$ cat src/rtl/fwd_ctrl.sv
// Forwarding-select and load-use stall controller for a classic 5-stage pipeline.
// Tracks operand/destination tags from EX through WB and drives the EX operand mux selects.
module fwd_ctrl #(
    parameter int reg_addr_size = 5
) (
    input  logic                     clk,
    input  logic                     rst_n,
    input  logic                     en,
    input  logic                     flush,
    input  logic                     id_valid,
    input  logic [reg_addr_size-1:0] id_rs,
    input  logic [reg_addr_size-1:0] id_rt,
    input  logic                     id_uses_rt,
    input  logic [reg_addr_size-1:0] id_dst,
    input  logic                     id_reg_write,
    input  logic                     id_mem_read,
    output logic [1:0]               ex_sel_a,
    output logic [1:0]               ex_sel_b,
    output logic                     stall,
    output logic [15:0]              stall_cnt
);

    logic [reg_addr_size-1:0] r_ex_rs;
    logic [reg_addr_size-1:0] r_ex_rt;
    logic [reg_addr_size-1:0] r_ex_dst;
    logic                     r_ex_wr;
    logic                     r_ex_ld;
    logic [reg_addr_size-1:0] r_mem_dst;
    logic                     r_mem_wr;
    logic [reg_addr_size-1:0] r_wb_dst;
    logic                     r_wb_wr;
    logic [15:0]              r_stall_cnt;

    logic w_stall;
    logic w_bubble;
    logic w_mem_fwd_a;
    logic w_mem_fwd_b;
    logic w_wb_fwd_a;
    logic w_wb_fwd_b;

    // A load in EX whose result the ID instruction needs cannot be forwarded in time.
    assign w_stall = id_valid && r_ex_ld && r_ex_wr && (r_ex_dst != '0) &&
                     ((r_ex_dst == id_rs) || (id_uses_rt && (r_ex_dst == id_rt)));
    assign w_bubble = w_stall || flush || !id_valid;

    assign w_mem_fwd_a = r_mem_wr && (r_mem_dst != '0) && (r_mem_dst == r_ex_rs);
    assign w_mem_fwd_b = r_mem_wr && (r_mem_dst != '0) && (r_mem_dst == r_ex_rt);
    assign w_wb_fwd_a  = r_wb_wr  && (r_wb_dst  != '0) && (r_wb_dst  == r_ex_rs);
    assign w_wb_fwd_b  = r_wb_wr  && (r_wb_dst  != '0) && (r_wb_dst  == r_ex_rt);

    // The MEM copy is newer than the WB copy, so it wins when both match.
    always_comb begin
        ex_sel_a = 2'b00;
        ex_sel_b = 2'b00;
        if (w_mem_fwd_a)     ex_sel_a = 2'b10;
        else if (w_wb_fwd_a) ex_sel_a = 2'b01;
        if (w_mem_fwd_b)     ex_sel_b = 2'b10;
        else if (w_wb_fwd_b) ex_sel_b = 2'b01;
    end

    assign stall     = w_stall;
    assign stall_cnt = r_stall_cnt;

    always_ff @(posedge clk or negedge rst_n) begin
        if (!rst_n) begin
            r_ex_rs     <= '0;
            r_ex_rt     <= '0;
            r_ex_dst    <= '0;
            r_ex_wr     <= 1'b0;
            r_ex_ld     <= 1'b0;
            r_mem_dst   <= '0;
            r_mem_wr    <= 1'b0;
            r_wb_dst    <= '0;
            r_wb_wr     <= 1'b0;
            r_stall_cnt <= '0;
        end else if (en) begin
            r_wb_dst  <= r_mem_dst;
            r_wb_wr   <= r_mem_wr;
            r_mem_dst <= r_ex_dst;
            r_mem_wr  <= r_ex_wr;
            if (w_bubble) begin
                r_ex_rs  <= '0;
                r_ex_rt  <= '0;
                r_ex_dst <= '0;
                r_ex_wr  <= 1'b0;
                r_ex_ld  <= 1'b0;
            end else begin
                r_ex_rs  <= id_rs;
                r_ex_rt  <= id_rt;
                r_ex_dst <= id_dst;
                r_ex_wr  <= id_reg_write;
                r_ex_ld  <= id_mem_read;
            end
            if (w_stall && (r_stall_cnt != 16'hFFFF)) begin
                r_stall_cnt <= r_stall_cnt + 16'd1;
            end
        end
    end

endmodule

$ cat config.mk
export PLATFORM = sky130hd
export DESIGN_NAME = fwd_ctrl
export DESIGN_NICKNAME = d
export VERILOG_FILES = /design/src/rtl/fwd_ctrl.sv
export SDC_FILE = /design/constraint.sdc
export NUM_CORES = 1
export LEC_CHECK = 0
export ABC_CLOCK_PERIOD_IN_PS = 1900
export CAP_MARGIN = 15
export CORE_MARGIN = 5
export CORE_UTILIZATION = 46
export DETAILED_ROUTE_END_ITERATION = 8
export PLACE_DENSITY = 0.73
export SLEW_MARGIN = 20
export SYNTH_ARGS = -nofsm -noshare
export SYNTH_HDL_FRONTEND = slang
export SYNTH_SLANG_ARGS = --single-unit
$ cat constraint.sdc
create_clock -name clk -period 1.9 [get_ports clk]
set_clock_uncertainty 0.2 [all_clocks]
set_input_delay 0.285 -clock clk [delete_from_list [all_inputs] [get_ports clk]]
set_output_delay 0.285 -clock clk [all_outputs]
set_load 0.05 [all_outputs]
==> run_results.csv, run 1 <==
group,metric,value,unit
run_status,status,"finished, violations left",
run_status,violations,"setup timing",
floorplan,pin_count,44,
sta,final-max-slew-violation-count,0,
synth,synth.ff_latch_count,45,
floorplan,die_h,79.76,um
grt,grt_start_max_net_pins,20,
grt,antenna_found_initial,0,
pwr,p_leak,1.872,nW
setup_path,critPathLaunchType,"flop",
drt,drcViolationCount,0,
grt,grt_use_total,0.2361,
setup_path,crit_chain,"or4_4 > o21ai_4 > nor4_2 > buf_4 > nor4_4 > buf_12",
setup_path,required,1410,ps
pwr,peakVddDrop,0.0004940,V
placement,place_congestion,0.8248,
sta,setup_viol,38,
sta,hold_violations,0,
placement,portBuffers,43,
setup_path,path_max_fanout,2,
hold_path,hp-start,"id_rs[4]",
clocking,cts_tree,"built",
drt,vias_per_cell,5.209,
setup_path,crit_buf_inv,2,
sta,slew_headroom,0.7085,
hold_path,hold_path.class,"input pin to flop",
setup_path,end_kind,"primary output",
layout,antenna_cells,0,
synth,seq_area_frac_synth,0.5031,
sta,fin_crit,2475,ps
drt,wl,7.018,mm
floorplan,die_area,6361,sq um
floorplan,std_cell_rows,25,
clocking,clkSinkCount,45,
pwr,p_per_area,624.3,nW/um^2
setup_path,slowest_stage,"or4_4",
setup_path,cp.arrival,1990,ps
placement,dpl.hpwl,4.467,mm
synth,synth_fp_nets,210,
clocking,path_clk_slew,90,ps
drt,drt-wirelength-per-cell,18.82,um
layout,num-nets-final,329,
clocking,root_buffer,"clkbuf_8",
drt,route.vias.total,1943,
layout,final_util,0.7997,
clocking,clock_path_buffers,2,
synth,netlist_area,2238,sq um
flow_run,drv_cap,0,
drt,drtAntennaViolNets,0,
sta,setup_tns,-12040,ps
grt,grt_pass1_vias,2181,
floorplan,initial_utilization,0.4739,
synth,syn_inst,186,
clocking,cts_made_buffers,5,
setup_path,reg2reg_from,"r_ex_dst[4]$_DFFE_PN0P_",
floorplan,die_w,79.76,um
floorplan,coreArea,4723,sq um
synth,synth.distinct_cells,31,
clocking,htree_levels,2,
layout,drive_gt1_frac,0.5458,
drt,drt_iter0_drc,77,
sta,finalCritPeriodShare,1.303,
clocking,insertion_delay,310,ps
setup_path,r2r_slack,-380,ps
setup_path,crit_family,"simple AND/OR/NAND/NOR gates",
sta,rsz0062_at_grt,"true",
layout,areaGrowthSynthToFinish,68.75,%
synth,syn_avg_cell_area,12.03,sq um
sta,fin_worst_hold_slack,176.6,ps
grt,grt_pass1_wl,11.32,mm
drt,firstDrtPassIters,4,
sta,setup_slack,-575.4,ps
sta,fmaxAchievable,0.4040,GHz
setup_path,cp-startpoint,"r_mem_dst[1]$_DFFE_PN0P_",
grt,grt_overflow,0,
setup_path,cpPeakStageDelay,550,ps
synth,synth_warnings,0,
setup_path,crit_type,"flop to primary output",
sta,tightest_slew,437.2,ps
-- routing by layer --
metal | track usage | up-vias | routed length (um)
li1 | - | 909 | -
met1 | 0.2694 | 969 | 2745
met2 | 0.4424 | 47 | 3857
met3 | 0.04740 | 18 | 243
met4 | 0.06757 | 0 | 171
met5 | 0 | - | 0
-- synth_stat cells --
cell      number  area, sq um
buf_8          1        15.01
inv_1          1        3.750
and4_1         3        26.28
nand4_1        5        31.28
o32ai_2        1        16.27
nor2_1         4        15.01
xor2_1        23        201.4
clkbuf_1       2        7.510
nor4b_1        1        8.760
nand2_1       10        37.54
and4bb_2       1        12.51
nor3_1         2        10.01
xnor2_1       22        192.7
or4_1          4        30.03
buf_4          2        15.01
clkinv_1       1        3.750
ha_1           1        12.51
o21a_1         1        7.510
nor2b_1        1        6.260
nand2_2        1        6.260
o21ai_0        2        10.01
nor3_2         1        10.01
buf_6          2        22.52
mux2_4         1        15.01
a22o_1        17        148.9
a31o_2         1        8.760
mux2_2        12        135.1
dfrtp_1       45         1126
nand3_1        8        40.04
nor4_1         6        37.54
and3_1         4        25.02
-- worst register-to-register path, cell delays in order, from the launching register on --
cell      delay (ps)
dfrtp_1          440
xnor2_1          200
nand3_1          150
o32ai_4          270
buf_4            160
and4bb_2         250
buf_12           130
buf_12           130
nand3_4           80
xnor2_2          150
-- metrics by stage --
stage          worst slack [ps]  total power, mW  area, sq um  instances
2_1_floorplan            -352.5            1.233         2362        186
3_3_place_gp             -492.6            1.431         3334        354
3_5_place_dp             -540.5            1.440         3334        354
4_1_cts                  -558.4            2.329         3715        373
5_1_grt                  -659.3            2.442         3777        373
6_report                 -575.4            2.358         3777        373
-- placed cells by master (no fill, tap or decap), drive strengths merged --
| master | count |
|---|---|
| a31o | 1 |
| xnor2 | 22 |
| or4 | 4 |
| clkdlybuf4s50 | 18 |
| nor2b | 1 |
| clkinv | 2 |
| and4bb | 1 |
| nand2 | 11 |
| o21ai | 2 |
| nor4 | 6 |
| and3 | 4 |
| nor4b | 1 |
| xor2 | 23 |
| nand4 | 5 |
| nor3 | 3 |
| dlygate4sd2 | 3 |
| a22o | 17 |
| buf | 97 |
| bufinv | 2 |
| nor2 | 4 |
| and4 | 3 |
| nand3 | 8 |
| clkbuf | 5 |
| inv | 1 |
| dlygate4sd3 | 1 |
| o21a | 1 |
| mux2 | 13 |
| o32ai | 1 |
| dfrtp | 45 |
| ha | 1 |
-- layout make-up --
class                           count  area (sq um)
Multi-Input combinational cell    132          1328
Tap cell                           67         83.83
Sequential cell                    45          1144
Fill cell                         276         945.9
Inverter                            2         7.507
Clock buffer                        5         68.82
Timing Repair Buffer              119          1081
Clock inverter                      3         65.06
-- what timing repair did --
item,in CTS,in global routing
buffers inserted,9,3
endpoints found under the setup margin,38,38
hold buffers,1,0
resized for setup,33,9
pin swaps,30,15
hold endpoints to repair,17,0
cloned,1,0
-- logic make-up after synthesis --
family | Yosys count | share of synthesized area
and+or+nand+nor | 51 | 0.1325
xor gates and xnor gates | 45 | 0.1761
DFF | 45 | 0.5031
AOI/OAI and AO/OA | 22 | 0.08553
muxes | 13 | 0.06707
buffers and inverters | 9 | 0.03018
adders and majority gates | 1 | 0.005589
-- power breakdown --
| part | internal, mW | switching, mW | total [mW] |
|---|---|---|---|
| clock network | 0.523 | 0.345 | 0.868 |
| logic | 0.246 | 0.199 | 0.445 |
| registers | 0.999 | 0.0461 | 1.04 |
-- flip-flops by register name (all words and copies together) (netlist names), 5 cells and up --
register	flops
r_ex_dst	5
r_ex_rs	5
r_ex_rt	5
r_mem_dst	5
r_wb_dst	5
stall_cnt	16
-- final timing paths --
path / endpoint / cells after the start
worst max-delay path: ex_sel_b[0] / 6
worst min-delay path: r_ex_rs[4]$_DFFE_PN0P_ / 2
max in group asynchronous: r_ex_rs[2]$_DFFE_PN0P_ / 3
worst max register to register: stall_cnt[10]$_DFFE_PN0P_ / 9
min in group asynchronous: stall_cnt[6]$_DFFE_PN0P_ / 2
worst min register to register: r_ex_ld$_DFFE_PN0P_ / 1
Note: power is estimated with default switching activity, not from simulation.
==> inputs of run 2 (changes only) <==
- ABC_CLOCK_PERIOD_IN_PS: 1900 -> 3200
- CORE_UTILIZATION: 46 -> 55
- PLACE_DENSITY: 0.73 -> 0.82
- clock period: 1.9 -> 3.2 ns (I/O delays scaled with it)
==> run_results.csv, run 2 (synthesized netlist as in run 1, its figures left out) <==
group,metric,value,unit
floorplan,die_area,5446,sq um
clocking,cts_tree,"built",
setup_path,crit_type,"flop to primary output",
floorplan,die_h,73.80,um
grt,grt_start_max_net_pins,46,
placement,dpl.hpwl,3.439,mm
layout,largest_reg_flops,16,
clocking,insertion_delay,300,ps
pwr,p_leak,1.305,nW
clocking,path_clk_slew,80,ps
sta,setup_slack,99.79,ps
sta,hold_violations,0,
sta,tightest_slew,959.3,ps
setup_path,end_kind,"primary output",
flow_run,drv_cap,0,
drt,drtAntennaViolNets,0,
setup_path,required,2520,ps
setup_path,critPathLaunchType,"flop",
grt,grt_overflow,0,
placement,place_congestion,0.7872,
drt,firstDrtPassIters,4,
pwr,p_per_area,424.2,nW/um^2
clocking,hold_buffers,0,
layout,layout_common_cells,"dfrtp_1 (45), clkdlybuf4s50_1 (39), xor2_1 (23)",
floorplan,std_cell_rows,23,
clocking,cts_made_buffers,5,
layout,antenna_cells,0,
floorplan,initial_utilization,0.5636,
grt,grt_pass1_wl,7.969,mm
sta,setup_viol,0,
run_status,status,"completed",
placement,pre_cts_ws,311.8,ps
sta,finalCritPeriodShare,0.9688,
drt,drt-wirelength-per-cell,16.72,um
drt,wl,4.681,mm
placement,portBuffers,43,
floorplan,pin_count,44,
clocking,cts.repair.resized,0,
drt,vias_per_cell,5.661,
sta,setup_tns,0,ps
sta,final-max-slew-violation-count,0,
pwr,p_total,1.186,mW
setup_path,cp.arrival,2420,ps
layout,final_common_cell,"dfrtp_1",
grt,antenna_found_initial,0,
layout,drive_gt1_frac,0.1391,
grt,grt_use_total,0.1919,
hold_path,hold_path.class,"input pin to asynchronous set/reset pin",
drt,route.vias.total,1585,
layout,final_util,0.7038,
layout,areaGrowthSynthToFinish,24.87,%
layout,num-nets-final,254,
sta,rsz0062_at_grt,"false",
placement,place_area,2691,sq um
clocking,clock_path_buffers,2,
drt,drt_iter0_drc,69,
layout,final_area,2795,sq um
pwr,peakVddDrop,0.0003481,V
grt,grt_pass1_vias,1642,
sta,fin_crit,3100,ps
drt,drcViolationCount,0,
floorplan,coreArea,3971,sq um
sta,fmaxAchievable,0.3226,GHz
clocking,root_buffer,"clkbuf_8",
clocking,postCtsSetupRepairBufs,0,
sta,slew_headroom,0.3605,
clocking,clkSinkCount,45,
clocking,htree_levels,2,
setup_path,path_max_fanout,5,
floorplan,die_w,73.80,um
[run 2: critical path: stages, from the launching register on]
cell,delay (ps)
dfrtp_1,450
xnor2_1,190
nand3_1,110
nor4_1,480
clkdlybuf4s50_1,900
[run 2: per-stage QoR]
step / hold WS [ps] / cells
global placement: 284.1 / 273
detailed placement: 292.0 / 273
global route: 218.3 / 280
finish: 134.3 / 280
floorplan: -15.59 / 186
CTS: 159.7 / 280
[run 2: area by class of cell]
class / instances / area (sq um)
Inverter: 2 / 7.507
Clock inverter: 2 / 35.03
Timing Repair Buffer: 44 / 437.9
Fill cell: 286 / 1176
Multi-Input combinational cell: 132 / 1057
Tap cell: 50 / 62.56
Sequential cell: 45 / 1126
Clock buffer: 5 / 68.82
[run 2: routing by layer]
| metal | wire [um] | GRT usage |
|---|---|---|
| met5 | 0 | 0 |
| met4 | 68 | 0.05433 |
| met3 | 156 | 0.04788 |
| met2 | 2224 | 0.2933 |
| met1 | 2232 | 0.2707 |
[run 2: path summary, 6_finish.rpt]
check	depth (start not counted)	slack (ps)	startpoint	to
max in group asynchronous	1	2080	rst_n	r_mem_dst[3]$_DFFE_PN0P_
hold reg to reg	1	300	stall_cnt[12]$_DFFE_PN0P_	stall_cnt[12]$_DFFE_PN0P_
setup / recovery	4	100	r_mem_dst[4]$_DFFE_PN0P_	ex_sel_b[1]
setup reg to reg	7	910	stall_cnt[0]$_DFFE_PN0P_	stall_cnt[3]$_DFFE_PN0P_
min in group clk	1	300	stall_cnt[12]$_DFFE_PN0P_	stall_cnt[12]$_DFFE_PN0P_
hold / removal	1	130	rst_n	r_ex_dst[1]$_DFFE_PN0P_
[run 2: where the power goes]
group | internal [mW] | switching (mW)
clock | 0.227 | 0.183
sequential | 0.593 | 0.0358
combinational | 0.0814 | 0.0662
total | 0.901 | 0.285
==> inputs of run 3 (changes only) <==
- GPL_ROUTABILITY_DRIVEN: unset -> 0
- GPL_TIMING_DRIVEN: unset -> 0
- SKIP_LAST_GASP: unset -> 1
==> run_results.csv, run 3 (synthesized netlist as in run 1, its figures left out) <==
group,metric,value,unit
drt,route.vias.total,1612,
drt,drcViolationCount,0,
clocking,cts_made_buffers,5,
flow_run,drv_cap,0,
floorplan,coreArea,3971,sq um
setup_path,cpPeakStageDelay,530,ps
pwr,peakVddDrop,0.0002717,V
clocking,path_clk_slew,90,ps
layout,num-nets-final,261,
setup_path,crit_cells,5,
floorplan,initial_utilization,0.5636,
floorplan,die_area,5446,sq um
setup_path,critPathLaunchType,"flop",
clocking,postCtsSetupRepairBufs,0,
setup_path,slowest_stage,"or4_1",
placement,portBuffers,43,
layout,drive_gt1_frac,0.1597,
layout,n_fill_cell,304,
setup_path,path_max_fanout,5,
clocking,htree_levels,2,
setup_path,end_kind,"primary output",
setup_path,crit_buf_inv,1,
sta,fmaxAchievable,0.3382,GHz
hold_path,hold_path.class,"input pin to asynchronous set/reset pin",
pwr,p_total,1.139,mW
grt,grt_use_total,0.2098,
drt,vias_per_cell,5.597,
floorplan,pin_count,44,
clocking,clkSinkCount,45,
setup_path,crit_path_end,"ex_sel_b[0]",
sta,rsz0062_at_grt,"false",
clocking,cts.repair.resized,5,
drt,firstDrtPassIters,4,
clocking,cts_tree,"built",
grt,antenna_found_initial,0,
clocking,clock_path_buffers,2,
pwr,p_per_area,401.4,nW/um^2
placement,dpl.hpwl,3.778,mm
sta,final-max-slew-violation-count,0,
setup_path,r2r_end,"stall_cnt[1]$_DFFE_PN0P_",
pwr,p_leak,1.340,nW
sta,slew_headroom,0.5617,
grt,grt_pass1_vias,1781,
sta,hold_violations,11,
sta,setup_viol,0,
setup_path,r2r_cells,7,
floorplan,die_h,73.80,um
setup_path,required,2520,ps
setup_path,crit_family,"simple AND/OR/NAND/NOR gates",
layout,areaGrowthSynthToFinish,26.83,%
setup_path,crit_type,"flop to primary output",
setup_path,cp.arrival,2280,ps
layout,final_common_cell,"dfrtp_1",
setup_path,crit_chain,"or4_1 > o21ai_0 > nor4_1 > nor4_2 > clkbuf_2",
floorplan,std_cell_rows,23,
drt,drtAntennaViolNets,0,
setup_path,r2r_slack,890,ps
run_status,status,"finished, violations left",
sta,tightest_slew,657.5,ps
clocking,root_buffer,"clkbuf_8",
sta,fin_worst_hold_slack,-4.561,ps
drt,drt_iter0_drc,84,
layout,layout_common_cells,"dfrtp_1 (45), clkdlybuf4s50_1 (37), xor2_1 (23)",
grt,grt_pass1_wl,8.549,mm
grt,grt_overflow,0,
setup_path,cp-startpoint,"r_mem_dst[1]$_DFFE_PN0P_",
run_status,violations,"hold timing",
layout,antenna_cells,0,
clocking,insertion_delay,310,ps
clocking,hold_buffers,0,
layout,largest_reg_flops,16,
drt,wl,4.956,mm
sta,setup_tns,0,ps
setup_path,reg2reg_from,"stall_cnt[0]$_DFFE_PN0P_",
grt,grt_start_max_net_pins,28,
sta,finalCritPeriodShare,0.9240,
sta,fin_crit,2957,ps
drt,drt-wirelength-per-cell,17.21,um
floorplan,die_w,73.80,um
[run 3: cell type report]
type / instances / area, sq um / area share
Timing Repair Buffer: 44 / 435.4 / 0.1534
Clock inverter: 3 / 21.27 / 0.007492
Clock buffer: 5 / 68.82 / 0.02424
Multi-Input combinational cell: 132 / 1057 / 0.3724
Sequential cell: 45 / 1126 / 0.3967
Inverter: 2 / 7.507 / 0.002644
Buffer: 7 / 60.06 / 0.02115
Tap cell: 50 / 62.56 / 0.02204
[run 3: metal layers]
metal  routed length [um]  part of all wire  vias up  GRT usage
li1                     -                 -      771          -
met1                 2240              0.45      799     0.2700
met2                 2419              0.49       35     0.3386
met3                  193             0.039        7    0.04104
met4                  102             0.021        0    0.09859
met5                    0                 0        -          0
[run 3: how the worst min path moves through the flow]
stage | to | cells past startpoint | start | slack, ps
floorplan | r_ex_dst[0]$_DFFE_PN0P_ | 0 | rst_n | -20
global placement | stall_cnt[14]$_DFFE_PN0P_ | 1 | stall_cnt[14]$_DFFE_PN0P_ | 280
detailed placement | stall_cnt[14]$_DFFE_PN0P_ | 1 | stall_cnt[14]$_DFFE_PN0P_ | 280
CTS | stall_cnt[1]$_DFFE_PN0P_ | 1 | rst_n | 9
global route | stall_cnt[2]$_DFFE_PN0P_ | 1 | rst_n | 50
finish | stall_cnt[12]$_DFFE_PN0P_ | 1 | rst_n | -5
[run 3: worst register-to-register path, delay by kind of cell, from the launching register on]
kind | cells | cell delay [ps]
flip-flops | 1 | 430
AND/OR/NAND/NOR | 3 | 660
multiplexers | 1 | 290
buffers and inverters | 1 | 150
adder cells (fa/ha/maj) | 1 | 210
AO/OA/AOI/OAI | 1 | 250
[run 3: per-stage QoR]
step | hold WS, ps | util | worst slack (ps) | instances | area [sq um]
6_report | -4.561 | 0.7149 | 243.0 | 288 | 2839
3_5_place_dp | 284.6 | 0.6966 | -240.1 | 280 | 2766
5_1_grt | 47.38 | 0.7149 | 96.34 | 288 | 2839
4_1_cts | 9.000 | 0.7177 | -1.255 | 288 | 2850
2_1_floorplan | -15.59 | - | 326.1 | 186 | 2251
3_3_place_gp | 282.7 | 0.6909 | -209.0 | 279 | 2744
[run 3: where the power goes]
group | total [mW] | internal [mW] | switching (mW)
Sequential | 0.629 | 0.593 | 0.0364
Clock | 0.354 | 0.155 | 0.200
Combinational | 0.156 | 0.0865 | 0.0694
Total | 1.14 | 0.834 | 0.305
